--- src/rtl/latency_credit_buffer.sv ---
// Credit-gated output FIFO that sits behind a fixed-latency delay line.
// Ports: CLK, RESET_N, ISSUE/ISSUE_READY, DIN/DIN_VALID, DOUT/DOUT_VALID/DOUT_READY, COUNT, ERR, STALL_CYCLES.
// Optional macro LATENCY_CREDIT_BUFFER_STATS_EN enables the STALL_CYCLES counter.
module latency_credit_buffer #(
  parameter int DATA_WIDTH = 8,
  parameter int DELAY      = 1,
  parameter int FIFO_DEPTH = 4,
  parameter int CNT_W      = $clog2(FIFO_DEPTH) + 1
) (
  input  logic                  CLK,
  input  logic                  RESET_N,
  input  logic                  ISSUE,
  output logic                  ISSUE_READY,
  input  logic [DATA_WIDTH-1:0] DIN,
  input  logic                  DIN_VALID,
  output logic [DATA_WIDTH-1:0] DOUT,
  output logic                  DOUT_VALID,
  input  logic                  DOUT_READY,
  output logic [CNT_W-1:0]      COUNT,
  output logic                  ERR,
  output logic [15:0]           STALL_CYCLES
);

  localparam int AW = $clog2(FIFO_DEPTH);
  localparam logic [CNT_W-1:0] DEPTH_C = CNT_W'(FIFO_DEPTH);

  if (DELAY < 1) begin : g_bad_delay
    $error("latency_credit_buffer: DELAY must be >= 1");
  end
  if (FIFO_DEPTH < 2) begin : g_bad_depth
    $error("latency_credit_buffer: FIFO_DEPTH must be >= 2");
  end

  logic [DATA_WIDTH-1:0] r_mem [FIFO_DEPTH];
  logic [AW-1:0]         r_wr_ptr;
  logic [AW-1:0]         r_rd_ptr;
  logic [CNT_W-1:0]      r_count;
  logic [CNT_W-1:0]      r_inflight;
  logic                  r_err;

  logic                  w_empty;
  logic                  w_full;
  logic                  w_pop;
  logic                  w_push;
  logic                  w_issue;
  logic                  w_ret;
  logic                  w_err_now;
  logic [CNT_W:0]        w_used;

  assign w_empty = (r_count == '0);
  assign w_full  = (r_count == DEPTH_C);
  assign w_pop   = !w_empty && DOUT_READY;
  // A full FIFO can still take data when the head leaves this cycle.
  assign w_push  = DIN_VALID && (!w_full || w_pop);

  // Credits count stored plus in-flight items; only registered state.
  assign w_used      = {1'b0, r_count} + {1'b0, r_inflight};
  assign ISSUE_READY = (w_used < {1'b0, DEPTH_C});

  assign w_issue = ISSUE && ISSUE_READY;
  assign w_ret   = DIN_VALID && (r_inflight != '0);

  assign w_err_now = (ISSUE && !ISSUE_READY)
                   | (DIN_VALID && (r_inflight == '0))
                   | (DIN_VALID && w_full && !w_pop);

  assign DOUT_VALID = !w_empty;
  assign DOUT       = w_empty ? '0 : r_mem[r_rd_ptr];
  assign COUNT      = r_count;
  assign ERR        = r_err;

  always_ff @(posedge CLK or negedge RESET_N) begin
    if (!RESET_N) begin
      for (int i = 0; i < FIFO_DEPTH; i++) begin
        r_mem[i] <= '0;
      end
      r_wr_ptr   <= '0;
      r_rd_ptr   <= '0;
      r_count    <= '0;
      r_inflight <= '0;
      r_err      <= 1'b0;
    end else begin
      if (w_push) begin
        r_mem[r_wr_ptr] <= DIN;
        r_wr_ptr        <= r_wr_ptr + AW'(1);
      end
      if (w_pop) begin
        r_rd_ptr <= r_rd_ptr + AW'(1);
      end
      r_count    <= r_count + CNT_W'(w_push) - CNT_W'(w_pop);
      r_inflight <= r_inflight + CNT_W'(w_issue) - CNT_W'(w_ret);
      if (w_err_now) begin
        r_err <= 1'b1;
      end
    end
  end

`ifdef LATENCY_CREDIT_BUFFER_STATS_EN
  logic [15:0] r_stall;

  always_ff @(posedge CLK or negedge RESET_N) begin
    if (!RESET_N) begin
      r_stall <= '0;
    end else if (!w_empty && !DOUT_READY && (r_stall != 16'hFFFF)) begin
      r_stall <= r_stall + 16'd1;
    end
  end

  assign STALL_CYCLES = r_stall;
`else
  assign STALL_CYCLES = '0;
`endif

endmodule

--- config.mk ---
export PLATFORM = sky130hd
export DESIGN_NAME = latency_credit_buffer
export DESIGN_NICKNAME = d
export VERILOG_FILES = /design/src/rtl/latency_credit_buffer.sv
export SDC_FILE = /design/constraint.sdc
export NUM_CORES = 1
export LEC_CHECK = 0
export BUFFER_PORTS_ARGS = -buffer_cell sky130_fd_sc_hd__buf_2
export CAP_MARGIN = 0
export CORE_ASPECT_RATIO = 0.5
export CORE_MARGIN = 4
export CORE_UTILIZATION = 55
export DETAILED_ROUTE_END_ITERATION = 7
export PLACE_DENSITY = 0.84
export SLEW_MARGIN = 20
export SYNTH_ARGS = -nofsm -noshare
export SYNTH_HDL_FRONTEND = slang
export SYNTH_SLANG_ARGS = --single-unit
--- constraint.sdc ---
create_clock -name CLK -period 4.8 [get_ports CLK]
set_clock_uncertainty 0.15 [all_clocks]
set_input_delay 0.96 -clock CLK [delete_from_list [all_inputs] [get_ports CLK]]
set_output_delay 0.96 -clock CLK [all_outputs]
set_load 0.005 [all_outputs]
==> summary by stage, run 1 <==
Clocking
The quantity of gates resized following cts is 0. The CTS tree is yes. The H-tree depth is 2. The cell sitting at the root of the clock tree is a clkbuf_8. The clock tree buffer depth is 2. Counting the buffers created by CTS gives 5. The clock latency on the worst-skew pair is 0.30 ns. CTS saw 43 sinks. Hold repair after CTS inserted 0 buffers. The post-CTS setup buffer count is 0. Clock-pin slew was measured on the worst setup and hold paths at 0.08 ns.

Critical path
Data arrives at the worst endpoint at 1.92 ns. The kind of capture point of the worst setup path is an output port. The kind of start point of the critical path is a flip-flop. The largest fanout of any net on the critical path is 10.

The combined buffer and inverter count along the critical path is 1. The critical path is of the reg -> out type. The highest cell delay on the worst timing path is 0.74 ns. The family of cells with the greatest summed delay on the critical path is flip-flops. Among all stages on the critical path, the largest delay is contributed by dfrtp_1. Walking the worst path, the cells encountered are mux4_2 -> and2_1 -> buf_2.

The required arrival time at the worst endpoint is 3.69 ns.

Logic synthesis
The flip-flop cell with the highest count after synthesis is dfrtp_1. After synthesis the netlist holds a flip-flop and latch count of 43. The mapped netlist covers 2370 um^2. After synthesis, the share of flip-flops with an asynchronous set or reset is 100%. The number of enable-type register cells in the synthesized netlist is 0. After technology mapping, the gate count stands at 162. The sequential area share after synthesis is 45.3%. The count of unique library cells instantiated by Yosys is 26.

The number of warnings reported in the yosys synthesis log is 0. The average size of a mapped cell is 14.7 um^2.

Layout
The post-layout instance area is 2540 um^2. Once layout is complete, the utilization of the core stands at 63.2%. The share of layout cells above drive strength 1 is 44.1%. The post-synthesis to final-layout area growth is 7.12%. The layout has 308 filler cells. The final non-filler cell total is 242.

The number of inserted diodes is 0. The net count of the finished layout is 212.

Floorplan
In this run the count of I/O pins placed on the die edge is 43. The floorplan step defined a die boundary enclosing 5490 um^2. Once the floorplan was initialized, standard cells occupied 59.0% of the core.

The floorplan step set the die width to 101 um. The die is 54.5 um tall. The area of the core region is 4020 um^2. The count of standard-cell rows is 16.

Worst hold path
The path class of the tightest hold or removal check is reg -> reg.

Route
The aggregate routed wire length is 4030 um. Dividing the detail-routed via count by the number of cells gives 5.19. The count of nets left with antenna violations once routing finished came out at 0. The met3 wire length is 235 um. The number of vias in the routed layout is 1,256. Summed over all nets, wire length on met2 after detailed routing comes to 1870 um. Routed signal wires occupy layers up through met4. The pre-antenna-repair detailed-routing pass consisted of 4 iterations.

The routed length per placed instance is 16.7 um. The initial detailed-routing violation count is 41. In the routed design, unresolved DRC markers number 0. In the final routing, the length of wire on met1 measures 1870 um.

Placed design
Summing all placed instances gives a cell area of 2450 um^2. The detailed placer's ending HPWL is 2810 um. The final weighted congestion in routability-driven placement is 0.761. The number of buffers inserted by port buffering is 26. The worst slack at placement is 1.65 ns. Including well taps, the total number of placed cells is 234.

STA
The post-route clock period utilization is 63.0%. The max-slew violation total from the final report was 0. At the pin with the least slew margin, the transition time is 0.948 ns. The worst path meets setup with 1.77 ns of slack. The summed negative setup slack over all endpoints is 0 ns. The number of failing hold endpoints at the final stage came to 0. The post-route minimum period is 3.03 ns. The worst pin sits at a relative slew slack of 36.8%. The tightest hold path in the finished design has a slack of 0.357 ns. Setup repair after global routing left no endpoint under its margin. Derived from the worst setup path, the maximum achievable clock frequency is 331 MHz.

Setup violations remaining at the end of the flow were counted as 0.

GRT
Global routing used 17.0% of the available tracks. The number of antenna violations at the first check in global routing came to 0. The via count of the first global-routing pass is 1,368.

Entering global routing, the biggest net connects 44 pins. The sum of overflow across all layers after global routing is 0. The first-pass GRT wire length is 6820 um.

Power and ir drop
The net switching fraction of the power is 32.7%. In this run, the combinational gates consume 46.5% of the power. The worst-case IR drop observed on VDD is 0.000379 V. Of the total power, the clock network draws 13.2%.

The power share of the sequential group is 40.3%. The net switching power is 0.587 mW. In this run the power density over the cells is 705 nW/um^2.

The total internal power is 1.21 mW. Summing internal, switching and leakage power gives 1.79 mW. The static leakage power is 1.21 nW.

Flow run
The reported max-cap violation count is 0.

Outcome
The run finished with clean final reports.
## cell type report
type / instances / area [um^2] / area share (%)
Multi-Input combinational cell: 100 / 1130 / 44.6
Sequential cell: 43 / 1080 / 42.3
Timing Repair Buffer: 26 / 130 / 5.12
Clock buffer: 5 / 68.8 / 2.71
Tap cell: 54 / 67.6 / 2.66
Inverter: 11 / 41.3 / 1.62
Clock inverter: 3 / 23.8 / 0.935
## tightest hold or removal path: stages (launching register included)
cell and delay [ns]:
dfrtp_1 0.36, inv_1 0.05, o221ai_1 0.06
## layer usage
metal	global-route usage [%]	vias to the layer above
li1	-	570
met4	5.96	0
met2	27.0	43
met1	22.9	637
met3	4.58	6
met5	0	-
## flip-flops by register name, indices dropped and copies added, names as in the netlist
| signal | cells |
|---|---|
| r_wr_ptr | 2 |
| r_inflight | 3 |
| r_rd_ptr | 2 |
| ERR | 1 |
| r_mem | 32 |
| COUNT | 3 |
## worst paths after layout
check                            startpoint            end  slack [ns]  depth (start not counted)
worst min register to register          ERR            ERR        0.36                          2
worst max-delay path            r_rd_ptr[0]        DOUT[6]        1.77                          3
min in group asynchronous           RESET_N      r_mem[24]        0.64                          1
max in group asynchronous           RESET_N            ERR        3.26                          1
worst min-delay path                    ERR            ERR        0.36                          2
worst max register to register     COUNT[1]  r_inflight[2]        1.95                         11
## power groups by stage
stage	sequential, mW	combinational (mW)	clock [mW]
detailed placement	0.726	0.845	0
global placement	0.714	0.814	0
global route	0.752	0.927	0.266
finish	0.722	0.834	0.236
CTS	0.721	0.851	0.245
floorplan	0.645	0.716	0
## cells by family (layout without fill, tap and decap cells)
group	after synthesis	count (layout)	synth area share (%)
and+or+nand+nor	22	22	6.64
xor gates and xnor gates	7	7	2.58
AOI/OAI and AO/OA	2	2	0.791
adders and majority gates	12	12	6.96
muxes	41	41	28.3
buffers and inverters	34	45	9.23
other	1	16	0.158
DFF	43	43	45.3
## placed cells by master (no fill, tap or decap), types with 2 or more instances in the layout
cell        count
clkbuf_8        5
dfrtp_1        43
mux4_2          8
and3_4          4
inv_1          11
ha_1           10
fa_1            2
and2_1          9
xnor2_1         6
buf_2          26
conb_1         16
clkinvlp_4      2
mux2_4         32
nand2_1         2
## synth_stat cells, types with 2 or more instances
| cell type | number | area (um^2) |
|---|---|---|
| inv_1 | 11 | 41.3 |
| ha_1 | 10 | 125 |
| buf_4 | 16 | 120 |
| clkbuf_1 | 2 | 7.51 |
| and3_4 | 4 | 45.0 |
| buf_6 | 4 | 45.0 |
| mux2_4 | 32 | 480 |
| mux4_2 | 8 | 180 |
| and2_1 | 9 | 56.3 |
| fa_1 | 2 | 40.0 |
| dfrtp_1 | 43 | 1080 |
| xnor2_1 | 6 | 52.6 |
| nand2_1 | 2 | 7.51 |
Power figures use the tool's default switching activity.
==> run 2: changes to the inputs <==
clock period = 3.2 ns   (was 4.8 ns; I/O delays follow)
==> run 2 against run 1 <==
Highest routed layer unchanged. Final area is 1.6% higher. Final cell count is the same. Register-to-register slack got worse by 1.6 ns. Non-clock buffer count unchanged. Total power is 59% higher. Die area unchanged. Clock-buffer cell count is 1 higher. Worst setup slack got worse by 1.5 ns. Combinational power is 51% higher. Sequential share of layout area is 0.66 points lower.
==> summary by stage, run 2 (same netlist as run 1, synthesis figures left out) <==
Floorplan
The area of the core region is 4020 um^2 (unchanged). The count of standard-cell rows came to 16 (unchanged). The horizontal die dimension is 101 um (unchanged). The count of pins on the block boundary is 43 (unchanged). The die span in y is 54.5 um (unchanged).

The starting density of the core is 59.0% (unchanged). The full die area is 5490 um^2 (unchanged).

Route
The top metal layer carrying routed signals is met4 (unchanged). The total met2 wirelength after detailed routing came to 1920 um (was 1870 um). The routed length per placed instance is 17.0 um (was 16.7 um). The first-pass iteration count of the detailed router is 4 (unchanged). The final antenna-violating net count is 0 (unchanged). The wire length the detailed router placed on met1 came to 1920 um (was 1870 um). The aggregate routed wire length came to 4110 um (was 4030 um). The met3 wire length is 207 um (was 235 um). The average via count per standard cell is 5.25 (was 5.19). The DRC violation count after routing is 0 (unchanged). The initial detailed-routing violation count came to 77 (was 41).

The number of vias in the routed layout is 1,270 (was 1,256).

Clocking
The CTS tree is yes (unchanged). The cts-stage hold buffer count is 0 (unchanged). The clock sink count is 43 (unchanged).

The post-CTS setup buffer count is 0 (unchanged). The clock tree buffer depth was 2 (unchanged). The CTS root buffer is clkbuf_8 (unchanged). The number of buffers created by CTS is 5 (unchanged). The clock-pin slew on the worst setup and hold paths is 0.08 ns (about the same). The H-tree depth is 2 (unchanged). The clock latency on the worst-skew pair is 0.29 ns (was 0.30 ns). The quantity of gates resized following cts came to 0 (unchanged).

Critical path
The required arrival time at the worst endpoint was 3.23 ns (was 3.69 ns). The kind of capture point of the worst setup path is a flip-flop (was output port). The worst endpoint data arrival time was 2.91 ns (was 1.92 ns).

The combined buffer and inverter count along the critical path is 2 (was 1). The destination of the critical timing path is r_inflight[2] (was DOUT[6]). The highest cell delay on the worst timing path was 0.45 ns (was 0.74 ns). The setup slack on the worst flop-to-flop path is 0.32 ns (was 1.95 ns). The cell with the biggest individual delay on the critical path is dfrtp_1 (unchanged).

The largest fanout of any net on the critical path came to 6 (was 10). The family of cells with the greatest summed delay on the critical path was adder cells (was flip-flops). The cell repeated most along the worst path is ha_1.

The number of cells traversed by the worst register-to-register path is 11 (unchanged). The kind of start point of the critical path is a flip-flop (unchanged). The startpoint of the lowest-slack register-to-register path is COUNT[1] (unchanged).

The timing startpoint of the critical path is COUNT[1] (was r_rd_ptr[0]). The endpoint of the lowest-slack register-to-register path was r_inflight[2] (unchanged). The logic depth of the worst setup path including buffers was 11 (was 3).

Cells along the critical path: ha_1 -> and3_2 -> nor4_1 -> nand2_1 -> ha_1 -> inv_1 -> ha_1 -> inv_1 -> fa_1 -> xnor2_1 -> xnor2_1 (was mux4_2 -> and2_1 -> buf_2). The class of the most critical setup path is reg -> reg (was reg -> out).

STA
The slew of the pin with the lowest slew margin is 0.934 ns (was 0.948 ns). The summed negative setup slack over all endpoints was 0 ns (unchanged). The setup violation total in the final timing report was 0 (unchanged).

In the finished design, the share of the clock period the worst path needs comes to 89.9%. The maximum clock frequency is 348 MHz. The worst relative slew slack is 37.7% (was 36.8%).

RSZ-0062 raised after global routing: false (unchanged). The setup slack of the critical path after layout came to 0.324 ns (was 1.77 ns). The max-slew violation total from the final report came to 0 (unchanged).

Counting I/O delays and the setup requirement, the final critical path takes 2.88 ns. The smallest hold slack was 0.325 ns (was 0.357 ns). The number of failing hold endpoints at the final stage is 0 (unchanged).

GRT
The via count of the first global-routing pass is 1,309 (was 1,368). The global-route total usage across every layer came to 16.7% (was 17.0%). The sum of overflow across all layers after global routing came to 0 (unchanged).

The number of antenna violations at the first check in global routing is 0 (unchanged). The first-pass GRT wire length came to 6750 um (was 6820 um). The pin count of the biggest net entering global routing is 44 (unchanged).

Layout
The post-layout instance area came to 2580 um^2 (was 2540 um^2). The net count of the finished layout is 212 (unchanged). The post-synthesis to final-layout area growth is 8.80% (was 7.12%). The most flop-heavy register is r_mem (unchanged). The number of inserted diodes came to 0 (unchanged). Commonest cells after routing, fill and taps aside: 43 x dfrtp_1, 32 x mux2_4, 26 x buf_2 (unchanged).

The share of layout cells above drive strength 1 came to 43.6% (was 44.1%). The most common cell after layout, fill and taps aside is dfrtp_1 (unchanged). The number of flip-flops under the largest register name is 32 (unchanged).

Worst hold path
The class of the tightest hold or removal check was in -> async (was reg -> reg).

Power and ir drop
The static leakage power is 1.24 nW (was 1.21 nW). The post-layout total power is 2.84 mW (was 1.79 mW). The total internal power is 1.97 mW (was 1.21 mW). The combinational fraction of design power is 44.2% (was 46.5%).

The worst IR drop on VDD is 0.000578 V (was 0.000379 V). The proportion of power drawn by the clock network came to 17.7% (was 13.2%). The power per unit of standard cell area is 1100 nW/um^2 (was 705 nW/um^2). The power share of the sequential group came to 38.1% (was 40.3%). The net switching fraction of the power is 30.9% (was 32.7%).

The net switching power is 0.878 mW (was 0.587 mW).

Placed design
The number of buffers inserted by port buffering is 26 (unchanged). The detailed placer's ending HPWL is 2830 um (was 2810 um). The worst slack at placement is 0.331 ns (was 1.65 ns).

The final weighted congestion in routability-driven placement came to 0.730 (was 0.761). The instance area after placement is 2450 um^2 (unchanged).

Flow run
The reported max-cap violation count is 0 (unchanged).

Outcome
Status: finished, final reports clean (unchanged).
## run 2: final cells by class
cell class / count / area (um^2)
clock buffer: 6 / 72.6
clock inverter: 2 / 60.1
fill: 302 / 1440
inverter: 11 / 41.3
multi-input combinational: 100 / 1130
sequential: 43 / 1080
tap: 54 / 67.6
timing repair buffer: 26 / 130
## run 2: how the worst min path moves through the flow
stage	end	slack (ns)	cells after the start	start
finish	r_mem[24]	0.33	1	RESET_N
global route	ERR	0.37	2	ERR
CTS	r_mem[24]	0.35	1	RESET_N
detailed placement	ERR	0.34	2	ERR
global placement	ERR	0.33	2	ERR
floorplan	COUNT[0]	0.19	0	RESET_N
## run 2: worst register-to-register path, cell delays in order (launching register included)
cell and delay, ns:
dfrtp_1 0.45, ha_1 0.31, and3_2 0.17, nor4_1 0.40, nand2_1 0.11, ha_1 0.28
inv_1 0.07, ha_1 0.13, inv_1 0.05, fa_1 0.37, xnor2_1 0.14, xnor2_1 0.13
## run 2: layer usage
layer | global-route usage [%] | vias up
li1 | - | 570
met5 | 0 | -
met4 | 6.62 | 0
met1 | 22.1 | 656
met2 | 26.9 | 36
met3 | 4.07 | 8
## run 2: power by group through the flow
stage	combinational (mW)	clock (mW)	sequential (mW)
floorplan	1.07	0	0.968
global placement	1.23	0	1.07
detailed placement	1.27	0	1.09
CTS	1.28	0.508	1.09
global route	1.38	0.532	1.13
finish	1.26	0.504	1.08
## run 2: metrics by stage
stage	utilization [%]	std cells
6_report	64.2	242
5_1_grt	64.2	242
4_1_cts	64.2	242
3_5_place_dp	60.9	234
3_3_place_gp	60.9	234
2_1_floorplan	-	177
